<file path="src/rtl/readout_line_ctrl_pkg.sv">
// ============================================================================
// readout_line_ctrl_pkg : shared sequencer types and width defaults.  Rev 1.0
// ============================================================================
`default_nettype none

package readout_line_ctrl_pkg;

  localparam int LEN_W_DEF = 19;
  localparam int PER_W_DEF = 16;

  typedef enum logic [1:0] {
    ST_IDLE = 2'd0,
    ST_STV  = 2'd1,
    ST_LINE = 2'd2,
    ST_DONE = 2'd3
  } state_t;

endpackage

`default_nettype wire

</file>
<file path="src/rtl/readout_line_ctrl.sv">
// ============================================================================
// readout_line_ctrl : per-frame STV pulse and line timing for the readout phase.
// Rev 1.0
// ============================================================================
`default_nettype none

module readout_line_ctrl
  import readout_line_ctrl_pkg::*;
#(
  parameter int LEN_W = LEN_W_DEF,
  parameter int PER_W = PER_W_DEF
) (
  input  logic             clk_20mhz,
  input  logic             rst_n_20mhz,
  input  logic             readout_enable_i,
  input  logic             stv_mask_i,
  input  logic             csi_mask_i,
  input  logic [LEN_W-1:0] data_length_i,
  input  logic [PER_W-1:0] line_period_i,
  output logic             stv_o,
  output logic             line_start_o,
  output logic [LEN_W-1:0] line_idx_o,
  output logic             line_active_o,
  output logic             csi_valid_o,
  output logic             busy_o,
  output logic             readout_done_o,
  output logic             abort_o
);

  state_t           state_q, state_d;
  logic             enable_q, enable_d;
  logic             armed_q, armed_d;
  logic             stv_mask_q, stv_mask_d;
  logic [LEN_W-1:0] len_q, len_d;
  logic [LEN_W-1:0] line_idx_q, line_idx_d;
  logic [PER_W-1:0] period_q, period_d;
  logic [PER_W-1:0] cnt_q, cnt_d;

  logic start_w;
  logic last_cyc_w;
  logic last_line_w;

  // armed_q keeps an enable already high at reset release from counting as an edge
  assign start_w     = (state_q == ST_IDLE) && readout_enable_i && !enable_q && armed_q;
  assign last_cyc_w  = (cnt_q == period_q - PER_W'(1));
  assign last_line_w = (line_idx_q == len_q - LEN_W'(1));

  always_ff @(posedge clk_20mhz or negedge rst_n_20mhz) begin
    if (!rst_n_20mhz) begin
      state_q <= ST_IDLE;
    end else begin
      state_q <= state_d;
    end
  end

  always_comb begin
    state_d = state_q;
    case (state_q)
      ST_IDLE: begin
        if (start_w) begin
          state_d = (data_length_i == '0) ? ST_DONE : ST_STV;
        end
      end
      ST_STV: begin
        state_d = readout_enable_i ? ST_LINE : ST_IDLE;
      end
      ST_LINE: begin
        if (!readout_enable_i) begin
          state_d = ST_IDLE;
        end else if (last_cyc_w && last_line_w) begin
          state_d = ST_DONE;
        end
      end
      default: state_d = ST_IDLE;
    endcase
  end

  always_comb begin
    enable_d   = readout_enable_i;
    armed_d    = armed_q | !readout_enable_i;
    stv_mask_d = stv_mask_q;
    len_d      = len_q;
    period_d   = period_q;
    cnt_d      = cnt_q;
    line_idx_d = line_idx_q;
    if (start_w) begin
      stv_mask_d = stv_mask_i;
      len_d      = data_length_i;
      period_d   = (line_period_i == '0) ? PER_W'(1) : line_period_i;
      cnt_d      = '0;
      line_idx_d = '0;
    end else if (state_q == ST_LINE) begin
      if (!readout_enable_i) begin
        cnt_d = '0;
      end else if (last_cyc_w) begin
        cnt_d = '0;
        // on the final line the index stays put so it reads back after the frame
        if (!last_line_w) begin
          line_idx_d = line_idx_q + LEN_W'(1);
        end
      end else begin
        cnt_d = cnt_q + PER_W'(1);
      end
    end
  end

  always_ff @(posedge clk_20mhz or negedge rst_n_20mhz) begin
    if (!rst_n_20mhz) begin
      enable_q   <= 1'b0;
      armed_q    <= 1'b0;
      stv_mask_q <= 1'b0;
      len_q      <= '0;
      period_q   <= '0;
      cnt_q      <= '0;
      line_idx_q <= '0;
    end else begin
      enable_q   <= enable_d;
      armed_q    <= armed_d;
      stv_mask_q <= stv_mask_d;
      len_q      <= len_d;
      period_q   <= period_d;
      cnt_q      <= cnt_d;
      line_idx_q <= line_idx_d;
    end
  end

  always_comb begin
    stv_o          = 1'b0;
    line_start_o   = 1'b0;
    line_active_o  = 1'b0;
    csi_valid_o    = 1'b0;
    busy_o         = (state_q != ST_IDLE);
    readout_done_o = (state_q == ST_DONE);
    abort_o        = 1'b0;
    line_idx_o     = line_idx_q;
    case (state_q)
      ST_STV: begin
        stv_o   = !stv_mask_q;
        abort_o = !readout_enable_i;
      end
      ST_LINE: begin
        line_active_o = 1'b1;
        line_start_o  = (cnt_q == '0);
        csi_valid_o   = !csi_mask_i;
        abort_o       = !readout_enable_i;
      end
      default: ;
    endcase
  end

endmodule

`default_nettype wire

</file>
<file path="config.mk">
export PLATFORM = sky130hd
export DESIGN_NAME = readout_line_ctrl
export DESIGN_NICKNAME = d
export VERILOG_FILES = /design/src/rtl/readout_line_ctrl_pkg.sv /design/src/rtl/readout_line_ctrl.sv
export SDC_FILE = /design/constraint.sdc
export NUM_CORES = 1
export LEC_CHECK = 0
export ABC_CLOCK_PERIOD_IN_PS = 3200
export BUFFER_PORTS_ARGS = -buffer_cell sky130_fd_sc_hd__buf_2
export CAP_MARGIN = 5
export CORE_ASPECT_RATIO = 1.25
export CORE_MARGIN = 2
export CORE_UTILIZATION = 53
export DETAILED_ROUTE_END_ITERATION = 10
export PLACE_DENSITY = 0.77
export SYNTH_ARGS = -nofsm -noshare
export SYNTH_HDL_FRONTEND = slang
export SYNTH_SLANG_ARGS = --single-unit
</file>
<file path="constraint.sdc">
create_clock -name clk_20mhz -period 3.2 [get_ports clk_20mhz]
set_input_delay 0.64 -clock clk_20mhz [delete_from_list [all_inputs] [get_ports clk_20mhz]]
set_output_delay 0.64 -clock clk_20mhz [all_outputs]
set_load 0.02 [all_outputs]
</file>
# Word-level counts from Yosys, hierarchy flattened
# Cells that the tools add are included.
word_totals:
  input_bits: 40
  word_cells: 61
  regBits: 75
op_classes:
  addsub: 4
  bitwise: 1
  n_eq_ne: 8
  n_reduce_logical: 19
  n_mux: 21
ops:
  columns: ["cell", "count"]
  rows:
  - ["19-bit two-way mux", 5]
  - ["16-bit two-way mux", 5]
  - ["16-bit logical NOT", 2]
  - ["19-bit by 1-bit adder with 19-bit output, second input constant", 1]
  - ["19-bit == test", 1]
  - ["19-bit logical NOT", 1]
  - ["19-bit by 1-bit subtractor with 19-bit output, second input constant", 1]
  - ["16-bit by 1-bit adder with 16-bit output, second input constant", 1]
  - ["16-bit == test", 1]
  - ["16-bit by 1-bit subtractor with 16-bit output, second input constant", 1]
  - ["2-bit two-way mux", 5]
  - ["2-bit nonzero test", 4]
  - ["2-bit one-hot mux with 3 select lines", 1]
  - ["1-bit two-way mux", 5]
  - ["2-bit == test, second input constant", 2]
  - ["1-bit logical AND", 4]
  - ["1-bit logical NOT", 4]
  - ["2-bit != test, second input constant", 2]
  - ["4-bit AND reduction", 1]
  - ["3-bit != test, second input constant", 1]
  - ["2-bit by 1-bit == test with 1-bit output, second input constant", 1]
  - ["2-bit logical NOT", 1]
  - ["2-bit AND reduction", 1]
  - ["2-bit OR reduction", 1]
  - ["1-bit OR", 1]

# Depth between registers and ports, before layout
depth:
  word_depth: 7
  ltp_mapped: 12
  mapped_depth_nobuf: 10

# Worst setup path after synthesis
# Ideal clock, no wire load.
synth_timing:
  kind: "reg-to-reg"
  from: "register period_q[0]"
  to: "register line_idx_q[13], in the netlist line_idx_o[13]"
  path_buffers: 0
  setup_slack_ps: 19
  path_stages_with_launch: 11
  setup_time_ps: 78
  arrival_ps: 3103
  cell_sequence: "dfrtp_1 inv_1 ha_1 or3b_2 or3_1 or3_1 a31oi_1 o2111ai_1 a2111o_1 or4_1 a21oi_1"
synth_between:
  elab_chain_cells: 4
synth_lines:
  columns: ["element", "line_no", "rtl"]
  rows:
  - ["from (decl)", "readout_line_ctrl.sv:36", "logic [PER_W-1:0] period_q, period_d;"]
  - ["from (signal assigned)", "readout_line_ctrl.sv:121", "period_q <= period_d;"]
  - ["16-bit by 1-bit subtractor with 16-bit output", "readout_line_ctrl.sv:45", "assign last_cyc_w = (cnt_q == period_q - PER_W'(1));"]
  - ["16-bit == test", "readout_line_ctrl.sv:45", null]
  - ["2-bit nonzero test (no source line)", null, null]
  - ["4-bit AND reduction (no source line)", null, null]
  - ["to (signal assigned)", "readout_line_ctrl.sv:123", "line_idx_q <= line_idx_d;"]
  - ["to (decl)", "readout_line_ctrl.sv:35", "logic [LEN_W-1:0] line_idx_q, line_idx_d;"]
# Every way passes these cells.
# A chain may end at the register's enable or synchronous reset.

# Final worst setup path
layout_timing:
  from: "register period_q[4]"
  to: "register line_idx_q[5], in the netlist line_idx_o[5]"
# Same word-level chain as after synthesis.

==> results by group <==
Clock network
  – Clock-pin slew on the worst setup and hold paths: 0.06 ns
  – # hold bufs at CTS: 0
  – CTS root buf: clkbuf_16
  – Sink Count: 75
  – CTS buffer count: 9
  – Clk_lat worst skew: around 0.35 ns
  – Clock Tree Buf Depth: 2
  – CTS tree: yes
  – H-tree depth: 3

Floorplan
  – Row count: 39
  – Initial Util: a little over half
  – Die X: just over 90 um
  – I/O Pins: 66
  – Die area: ~10,000 um^2
  – CORE AREA: 9220 um^2
  – Die H: 113 um

Timing
  – Crit path time final: between 3 and 4 ns
  – Slew of the pin with the lowest slew margin: around 0.96 ns
  – Max-slew violations: 0
  – Rel. slew slack: between 30% and 40%
  – Max Fclk: roughly 310 MHz
  – Final setup vio count: 4
  – Fin crit share: 101%
  – Setup Skew: around 0.0053 ns
  – Setup repair after global routing missed its margin: yes
  – Hold_ws: 0.443 ns
  – TNS Setup: -0.0797 ns
  – Hold Violations, Final: 0
  – PnR worst setup slack: -0.0425 ns

GRT
  – Gr usage total: between 20 and 30%
  – Met1 GRT Util: 31.3%
  – Number of global-route vias before repair: slightly below 5,000
  – GRT met3 Usage: 4.26%
  – Global-route wire length before repair: 23,000 um
  – Initial antenna violation count: 0
  – Largest net degree at the start of global routing: between 70 and 80
  – GRT Residual Overflow: 0
  – GR Util met2: about half
  – GR peak layer: met2

Power
  – Peak supply drop: approximately 0.00043 V
  – PwrDens: about 750 nW/um^2
  – Total power: 4.83 mW
  – P_leak: approximately 2.8 nW

Synthesis
  – Synth Cell Area: 5050 um^2
  – Dominant cell type by area after synthesis: dfrtp_1
  – Area share of the largest cell type after synthesis: between 30% and 40%
  – Distinct cells, synth: between 60 and 70
  – Ranking of synthesized cells by area: dfrtp_1 (37%), nand2_1 (8.9%), xnor2_1 (4.9%)
  – EDFF count, synth: 0
  – Syn Inst Count: around 600
  – Flops & latches, synth: 75
  – Synth Warn #: 0
  – Top FF cell, synth: dfrtp_1
  – Register area share after synthesis: between 30% and 40%
  – Async set or reset register ratio after synthesis: between 90% and 100%
  – Post-Syn Nets: ~650
  – Mean Syn Cell Area: between 8 and 9 um^2

Place
  – Placed Instances: 800
  – Port buffer count: 65
  – Placed cell areas: between 5000 and 6000 um^2
  – Pre-CTS WS: -0.214 ns
  – Gpl congestion: roughly 0.92
  – Final HPWL DP: around 10000 um

Setup path
  – Crit start category: register
  – Worst Setup Path Type: register to register
  – Critical Path AT: 3.51 ns
  – CP Capture Type: register
  – Worst EP required: about 3.5 ns
  – Worst-path fanout max: 6

Detailed routing
  – Via-per-instance ratio: 6.15
  – Pre-Repair DR Iteration Count: 4
  – DRC viols: 0
  – Total number of vias: 5,059
  – Routed wire length: about 15,000 um
  – Initial DRC count: 247
  – Final antenna-violating net count: 0
  – DR WL/cell: 17.7 um

Final layout
  – Commonest non-fill, non-tap cell in the layout: nand2_1
  – Area delta synth->final: 27.5%
  – Final Util: a little over two thirds
  – Diodes inserted: 0
  – Final Non-Filler Cells: ~800
  – Nets: ~750
  – Fillers: around 690
  – Most frequent cells in the layout: nand2_1 (120), dfrtp_1 (75), buf_2 (64), buf_4 (46), xnor2_1 (28)
  – Layout cell share with drive strength beyond 1: between 20% and 30%
  – Final Instance Area: 6450 um^2

Job
  – Max Cap Violations: 0

Outcome
  – Status: finished, violations left
  – Failing checks: setup timing

Worst hold path
  – Hold/Removal Path Class: input pin to async pin
registers in the layout, indices dropped and copies added (netlist names):
name        count
len_q          19
line_idx_o     19
cnt_q          16
period_q       16
state_q         2
armed_q         1
enable_q        1
stv_mask_q      1
where the power goes:
| group | switching (mW) | internal (mW) | leakage, nW |
|---|---|---|---|
| Sequential | 0.275 | 1.20 | 0.980 |
| Clock | 0.391 | 0.617 | 0.135 |
| Combinational | 1.28 | 1.07 | 1.70 |
worst max-delay path, stage by stage, from the launching register on:
cell      delay, ns
dfrtp_1        0.37
or4_4          0.54
buf_6          0.14
nor4_4         0.25
buf_4          0.16
mux2i_2        0.23
a211oi_2       0.08
o21bai_4       0.18
a2111o_1       0.42
buf_6          0.17
buf_16         0.13
or4_4          0.41
o21ai_2        0.07
Yosys cell counts (all sizes together) (9+ instances only):
cell / count
o21a: 13
nor4: 19
dfrtp: 75
nor3: 12
nand2: 120
nor3b: 13
ha: 9
nor2: 26
a21oi: 20
o311ai: 13
xor2: 12
inv: 18
and3: 12
nand4: 9
clkbuf: 28
or3: 14
or4: 12
nand3: 21
o21ai: 29
xnor2: 28
logic make-up after synthesis:
logic type               count (synthesis)  synth area share (%)
flip-flops                              75                  37.1
adder cells (fa/ha/maj)                  9                  2.23
AO/OA/AOI/OAI                          113                  15.3
XOR/XNOR                                40                  6.93
buffers and inverters                   52                  4.11
multiplexers                             7                  1.44
AND/OR/NAND/NOR                        307                  32.8
worst paths after layout:
path | cells after the start | startpoint | to | slack, ns
min in group clk_20mhz | 1 | readout_enable_i | enable_q | 0.49
max reg2reg | 12 | period_q[4] | line_idx_o[5] | -0.04
max in group asynchronous | 1 | rst_n_20mhz | stv_mask_q | 2.13
min | 1 | rst_n_20mhz | period_q[10] | 0.44
min reg2reg | 2 | stv_mask_q | stv_mask_q | 0.49
max | 12 | period_q[4] | line_idx_o[5] | -0.04
repair_timing:
action,in CTS,in global routing
resized for setup,31,41
cloned,2,0
buffers inserted,3,4
pin swaps,39,8
endpoints found under the setup margin,18,29
hold endpoints to repair,0,0
area by class of cell:
cell class              count  area (um^2)  area share (%)
repair buffers            117          803            12.5
multi-input cells         476         3260            50.6
inverters                  18         67.6            1.05
flip-flops and latches     75         1880            29.1
clock buffers              12          246            3.82
well taps                 123          154            2.39
clock inverters             2         37.5           0.582
metal layers:
layer	part of all wire [%]	up-vias	wire length [um]
met5	0	-	0
met4	3.4	0	501
met3	3.9	27	571
met2	54	153	7830
met1	39	2487	5630
li1	-	2392	-
Power figures use the tool's default switching activity.
